## config.mk

```make
export PLATFORM = sky130hd
export DESIGN_NAME = padctrl_attr_seq
export DESIGN_NICKNAME = d
export VERILOG_FILES = /design/src/rtl/padctrl_reg_pkg.sv /design/src/rtl/padctrl_settle_cnt.sv /design/src/rtl/padctrl_attr_seq.sv
export SDC_FILE = /design/constraint.sdc
export NUM_CORES = 1
export LEC_CHECK = 0
export ABC_AREA = 1
export CAP_MARGIN = 15
export CORE_ASPECT_RATIO = 0.6
export CORE_MARGIN = 2
export CORE_UTILIZATION = 52
export DETAILED_ROUTE_END_ITERATION = 6
export MAX_ROUTING_LAYER = met4
export PLACE_DENSITY = 0.95
export SYNTH_ARGS = -nofsm -noshare
export SYNTH_HDL_FRONTEND = slang
export SYNTH_HIERARCHICAL = 1
export SYNTH_SLANG_ARGS = --single-unit
```

## constraint.sdc

```tcl
create_clock -name clk_i -period 2.9 [get_ports clk_i]
set_input_delay 0.87 -clock clk_i [delete_from_list [all_inputs] [get_ports clk_i]]
set_output_delay 0.87 -clock clk_i [all_outputs]
set_load 0.05 [all_outputs]
```

## src/rtl/padctrl_reg_pkg.sv

```systemverilog
// Shared constants, FSM state type and index helper for the pad attribute
// update sequencer.
//   NMioPads / NDioPads : pad counts; flat pad index = MIO 0..15, then DIO 0..3
//   AttrDw              : width of one pad attribute slot
//   seq_state_e         : update sequencer FSM states
package padctrl_reg_pkg;

   parameter int unsigned NMioPads = 16;
   parameter int unsigned NDioPads = 4;
   parameter int unsigned AttrDw   = 8;
   parameter int unsigned NPads    = NMioPads + NDioPads;
   parameter int unsigned PadIdxW  = 5;
   parameter int unsigned CntW     = 8;

   typedef enum logic [2:0] {
      StIdle,
      StBlank,
      StWrite,
      StHold,
      StDone
   } seq_state_e;

   // True when a flat pad index addresses an existing MIO or DIO pad.
   function automatic logic pad_idx_legal(input logic [PadIdxW-1:0] idx);
      return int'(idx) < int'(NPads);
   endfunction

endpackage

```

## src/rtl/padctrl_settle_cnt.sv

```systemverilog
// Settle down-counter used to time the output-enable blanking windows.
//   clk_i, rst_ni : clock, asynchronous active-low reset (count clears to 0)
//   load_i        : load load_val_i (takes priority over decrement)
//   load_val_i    : value to load
//   dec_i         : decrement by one; saturates at zero
//   zero_o        : count is zero
module padctrl_settle_cnt
   import padctrl_reg_pkg::*;
(
   input  logic            clk_i,
   input  logic            rst_ni,
   input  logic            load_i,
   input  logic [CntW-1:0] load_val_i,
   input  logic            dec_i,
   output logic            zero_o
);

   logic [CntW-1:0] cnt_q, cnt_d;

   always_comb begin
      cnt_d = cnt_q;
      if (load_i) begin
         cnt_d = load_val_i;
      end else if (dec_i && (cnt_q != '0)) begin
         cnt_d = cnt_q - 1'b1;
      end
   end

   always_ff @(posedge clk_i or negedge rst_ni) begin
      if (!rst_ni) begin
         cnt_q <= '0;
      end else begin
         cnt_q <= cnt_d;
      end
   end

   assign zero_o = (cnt_q == '0);

endmodule

```

## src/rtl/padctrl_attr_seq.sv

```systemverilog
// Pad attribute update sequencer. A granted request blanks the target pad's
// output enable for SettleCycles, writes its attribute for one cycle, keeps
// it blanked for another SettleCycles, then pulses done_o.
//   clk_i, rst_ni          : clock, asynchronous active-low reset
//   req_i / gnt_o          : request handshake (gnt_o high only in IDLE)
//   pad_idx_i, attr_i      : target pad (0..15 MIO, 16..19 DIO) and new attribute
//   done_o, err_o, busy_o  : completion pulse, illegal-index pulse, sequencer busy
//   mio_oe_i/o, dio_oe_i/o : core output enables in, gated enables out
//   mio_attr_o, dio_attr_o : registered attributes, slot n at [8n+7:8n]
module padctrl_attr_seq
   import padctrl_reg_pkg::*;
#(
   parameter int unsigned SettleCycles = 4
) (
   input  logic                         clk_i,
   input  logic                         rst_ni,
   input  logic                         req_i,
   input  logic [PadIdxW-1:0]           pad_idx_i,
   input  logic [AttrDw-1:0]            attr_i,
   output logic                         gnt_o,
   output logic                         done_o,
   output logic                         err_o,
   output logic                         busy_o,
   input  logic [NMioPads-1:0]          mio_oe_i,
   input  logic [NDioPads-1:0]          dio_oe_i,
   output logic [NMioPads-1:0]          mio_oe_o,
   output logic [NDioPads-1:0]          dio_oe_o,
   output logic [NMioPads*AttrDw-1:0]   mio_attr_o,
   output logic [NDioPads*AttrDw-1:0]   dio_attr_o
);

   // Counter is loaded with SettleCycles-1 so that a state waiting for zero
   // occupies exactly SettleCycles cycles.
   localparam logic [CntW-1:0] SettleLoad = CntW'(SettleCycles - 1);

   seq_state_e          state_q, state_d;
   logic [PadIdxW-1:0]  idx_q, idx_d;
   logic [AttrDw-1:0]   attr_lat_q, attr_lat_d;
   logic                err_q, err_d;
   logic [AttrDw-1:0]   attr_mem_q [NPads];

   logic cnt_load, cnt_dec, cnt_zero;
   logic attr_we;
   logic force_en;

   padctrl_settle_cnt u_settle_cnt (
      .clk_i      (clk_i),
      .rst_ni     (rst_ni),
      .load_i     (cnt_load),
      .load_val_i (SettleLoad),
      .dec_i      (cnt_dec),
      .zero_o     (cnt_zero)
   );

   assign gnt_o = (state_q == StIdle);

   always_comb begin
      state_d    = state_q;
      idx_d      = idx_q;
      attr_lat_d = attr_lat_q;
      err_d      = 1'b0;
      cnt_load   = 1'b0;
      cnt_dec    = 1'b0;
      attr_we    = 1'b0;
      unique case (state_q)
         StIdle: begin
            if (req_i) begin
               if (pad_idx_legal(pad_idx_i)) begin
                  idx_d      = pad_idx_i;
                  attr_lat_d = attr_i;
                  cnt_load   = 1'b1;
                  state_d    = StBlank;
               end else begin
                  err_d = 1'b1;
               end
            end
         end
         StBlank: begin
            if (cnt_zero) begin
               state_d = StWrite;
            end else begin
               cnt_dec = 1'b1;
            end
         end
         StWrite: begin
            attr_we  = 1'b1;
            cnt_load = 1'b1;
            state_d  = StHold;
         end
         StHold: begin
            if (cnt_zero) begin
               state_d = StDone;
            end else begin
               cnt_dec = 1'b1;
            end
         end
         StDone: begin
            state_d = StIdle;
         end
         default: begin
            state_d = StIdle;
         end
      endcase
   end

   always_ff @(posedge clk_i or negedge rst_ni) begin
      if (!rst_ni) begin
         state_q    <= StIdle;
         idx_q      <= '0;
         attr_lat_q <= '0;
         err_q      <= 1'b0;
      end else begin
         state_q    <= state_d;
         idx_q      <= idx_d;
         attr_lat_q <= attr_lat_d;
         err_q      <= err_d;
      end
   end

   // Attribute slots; only the latched target slot is written.
   always_ff @(posedge clk_i or negedge rst_ni) begin
      if (!rst_ni) begin
         for (int i = 0; i < int'(NPads); i++) begin
            attr_mem_q[i] <= '0;
         end
      end else begin
         for (int i = 0; i < int'(NPads); i++) begin
            if (attr_we && (idx_q == PadIdxW'(i))) begin
               attr_mem_q[i] <= attr_lat_q;
            end
         end
      end
   end

   always_comb begin
      mio_attr_o = '0;
      dio_attr_o = '0;
      for (int i = 0; i < int'(NMioPads); i++) begin
         mio_attr_o[i*AttrDw +: AttrDw] = attr_mem_q[i];
      end
      for (int i = 0; i < int'(NDioPads); i++) begin
         dio_attr_o[i*AttrDw +: AttrDw] = attr_mem_q[NMioPads + i];
      end
   end

   // Target pad is blanked from the first BLANK cycle through the last HOLD cycle.
   assign force_en = (state_q == StBlank) || (state_q == StWrite) || (state_q == StHold);

   always_comb begin
      mio_oe_o = mio_oe_i;
      dio_oe_o = dio_oe_i;
      for (int i = 0; i < int'(NMioPads); i++) begin
         if (force_en && (idx_q == PadIdxW'(i))) begin
            mio_oe_o[i] = 1'b0;
         end
      end
      for (int i = 0; i < int'(NDioPads); i++) begin
         if (force_en && (idx_q == PadIdxW'(NMioPads + i))) begin
            dio_oe_o[i] = 1'b0;
         end
      end
   end

   assign done_o = (state_q == StDone);
   assign err_o  = err_q;
   assign busy_o = (state_q != StIdle);

endmodule

```

==> impl_results.md <==
* WL final at 24,180 um
* Initial Util at 0.5335
* Fin Hold WS at 0.4401 ns
* H-tree Lvls at 4
* Postcts setup bufs at 0
* Worst skew pair latency at 0.42 ns
* Synth Register Bits at 185
* Switching share of total power at 0.4885
* First-pass GRT wire length at 38,360 um
* CTS max path bufs at 2
* Worst min path class: in -> async
* Final worst path period need at 2.750 ns
* Final Power at 11.38 mW
* Final slew viol count at 0
* Vias in the first global route at 7,064
* Seq/Total Area, Yosys at 0.5964
* Initial antenna violation count at 0
* I/O Buffers at 219
* Synth cell types at 26
* Outcome: finished clean
* Place WS at 0.1902 ns
* Number of CTS-inserted buffers at 17
* Final-stage net count at 1,140
* CTS tree: built
* Drt pass-1 iters at 7
* Mux share of post-synthesis cell area at 0
* Worst setup margin at 0.1503 ns
* Int Power at 5.820 mW
* Psw at 5.558 mW
* Setup TNS at 0 ns
* Clock share of power at 0.196
* Syn Area/Cell at 8.902 um^2
* CTS clock-pin slew for the worst setup and hold paths at 0.08 ns
* Post-Synth XOR/XNOR Area at 0.001128
* Post-synthesis adder-cell area fraction at 0.003224
* Largest net degree at the start of global routing at 65
* VDD IR-drop max at 0.5877 mV
* Max_cap viols at 0
* Final RePlAce weighted congestion at 0.9038
* Io pins at 220
* Reg area at 4629 um^2
* Drt drc at 0
* YS warnings at 6
* Crit path launch type: flop
* Util after Layout at 0.7393
* Routed WL per cell at 18.42 um
* Arrival time at the worst endpoint at 1.88 ns
* Root buf cell: clkbuf_16
* GRT Residual Overflow at 0
* Iteration-0 DRC Markers at 802
* Setup Crit Path Kind: reg -> out
* Multi-input gate area at 2820 um^2
* Final instance area at 10,760 um^2
* Die width at 161.7 um
* Hpwl dp at 16,890 um
* Post-synthesis cell count at 872
* Core ar. at 14,550 um^2
* Crit Path Max Fanout at 4
* Final Skew at 0.01321 ns
* WL met2 at 11,000 um
* DR vias/cell at 5.551
* Hold-fix buffers, CTS at 0
* Highest routed layer: met4
* Fmax achieved at 363.7 MHz
* Post-synthesis compound-gate area fraction at 0.09558
* RSZ-0062 raised after global routing: false
* Placed Instances at 1,281
* Layout Cells excl Fill at 1,313
* Largest family of logic cells by synthesized area: simple AND/OR/NAND/NOR gates
* DRT antenna net count at 0
* Area growth syn-to-layout at 38.57%
* WP data required at 2.03 ns
* DIE AREA at 15,950 um^2
* Diode count at 0
* Fillers at 998
* Rows at 34
* Post-Syn Area at 7762 um^2
* Power share of the sequential group at 0.358
* Combinational fraction of design power at 0.446
* Met3 wire len at 2406 um
* PostCTS Resize Cnt at 2
* Final Hold Vio Count at 0
* Die H at 98.64 um
* Period utilization at 0.9482
* Routed length on met1 at 10,410 um
* Leakage power at 5.309 nW
* Cell Area, Placed at 10,200 um^2
* Max-slew headroom at 0.4117
* Cell Pwr Density at 1058 nW/um^2
* Final setup fails at 0
* Share of cells above drive strength 1 at 0.09507
* Via count at 7,288
* GRT Resource Usage Total at 0.3200
* CP endpoint kind: output port
* Clk sink count at 185
* Post-Synth Simple-Gate Area at 0.2595
* Worst-Margin Slew at 0.8824 ns
==> registers in the layout (all words and copies together), names as in the netlist <==
register / cells
attr_lat_q: 8
dio_attr_o: 32
err_o: 1
idx_q: 5
mio_attr_o: 128
state_q: 3
u_settle_cnt/cnt_q: 8
==> worst paths after layout <==
check,start,end,slack (ns),depth (start not counted)
worst max-delay path,idx_q[3],mio_oe_o[4],0.15,5
max in group asynchronous,rst_ni,dio_attr_o[8],1.75,2
worst max register to register,state_q[0],dio_attr_o[16],0.80,5
worst min register to register,mio_attr_o[19],mio_attr_o[19],0.47,2
min in group clk_i,mio_attr_o[19],mio_attr_o[19],0.47,2
worst min-delay path,rst_ni,mio_attr_o[102],0.44,1
==> power by group through the flow <==
| stage | Sequential [mW] | Combinational, mW | Clock (mW) |
|---|---|---|---|
| 6_report | 4.07 | 5.07 | 2.23 |
| 5_1_grt | 4.14 | 5.35 | 2.37 |
| 4_1_cts | 4.03 | 5.05 | 2.25 |
| 3_3_place_gp | 4.04 | 4.90 | 0 |
| 3_5_place_dp | 4.06 | 5.02 | 0 |
| 2_1_floorplan | 5.41 | 1.64 | 0 |
==> final cells by class <==
class	count	share of cell area
clock buffers	18	0.03990
clock inverters	14	0.01245
inverters	43	0.01535
multi-input cells	617	0.2622
flip-flops and latches	185	0.4304
well taps	198	0.02303
repair buffers	238	0.2167
==> routing by layer <==
| layer | GRT usage | vias up |
|---|---|---|
| met1 | 0.4532 | 3540 |
| met4 | 0.07760 | 0 |
| met3 | 0.07239 | 39 |
| met5 | - | - |
| met2 | 0.4763 | 432 |
| li1 | - | 3277 |
==> synth_stat cells, drive strengths merged <==
master	n	share of area
a21boi	16	0.015
a31oi	4	0.0032
buf	20	0.016
clkbuf	13	0.0063
clkinv	1	0.00064
conb	2	0.00097
dfrtp	185	0.60
ha	2	0.0032
inv	42	0.021
nand2	341	0.17
nand3	84	0.054
nand4	4	0.0032
nor2	39	0.028
nor3	1	0.00064
o21ai	117	0.077
xnor2	1	0.0011
==> worst max-delay path: stages (launching register included) <==
cell      delay [ns]
dfrtp_1         0.41
inv_1           0.09
nand2_1         0.22
nor2_1          0.34
a21boi_0        0.18
buf_4           0.22
==> layout by cell type (no fill, tap or decap) <==
master	n
ha_1	2
nor2_2	11
dfrtp_1	185
nand2_4	7
xnor2_1	1
clkbuf_16	17
inv_1	39
a31oi_1	4
inv_6	1
o21ai_1	10
o21ai_4	1
inv_8	6
buf_12	4
conb_1	8
inv_2	2
nor2_1	22
a21boi_0	16
clkinv_2	2
nor3_1	1
clkinv_4	6
dlygate4sd2_1	2
nand2_1	329
nand3_1	84
buf_6	1
clkbuf_1	1
inv_4	1
o21ai_0	106
clkdlybuf4s50_1	195
nor2_4	6
nand4_1	4
nand2_2	5
buf_4	36
==> kinds of logic after synthesis <==
kind of cell | Yosys count
flip-flops | 185
other | 2
buffers and inverters | 76
AO/OA/AOI/OAI | 137
adder cells (fa/ha/maj) | 2
XOR/XNOR | 1
AND/OR/NAND/NOR | 469
Power figures use the tool's default switching activity.
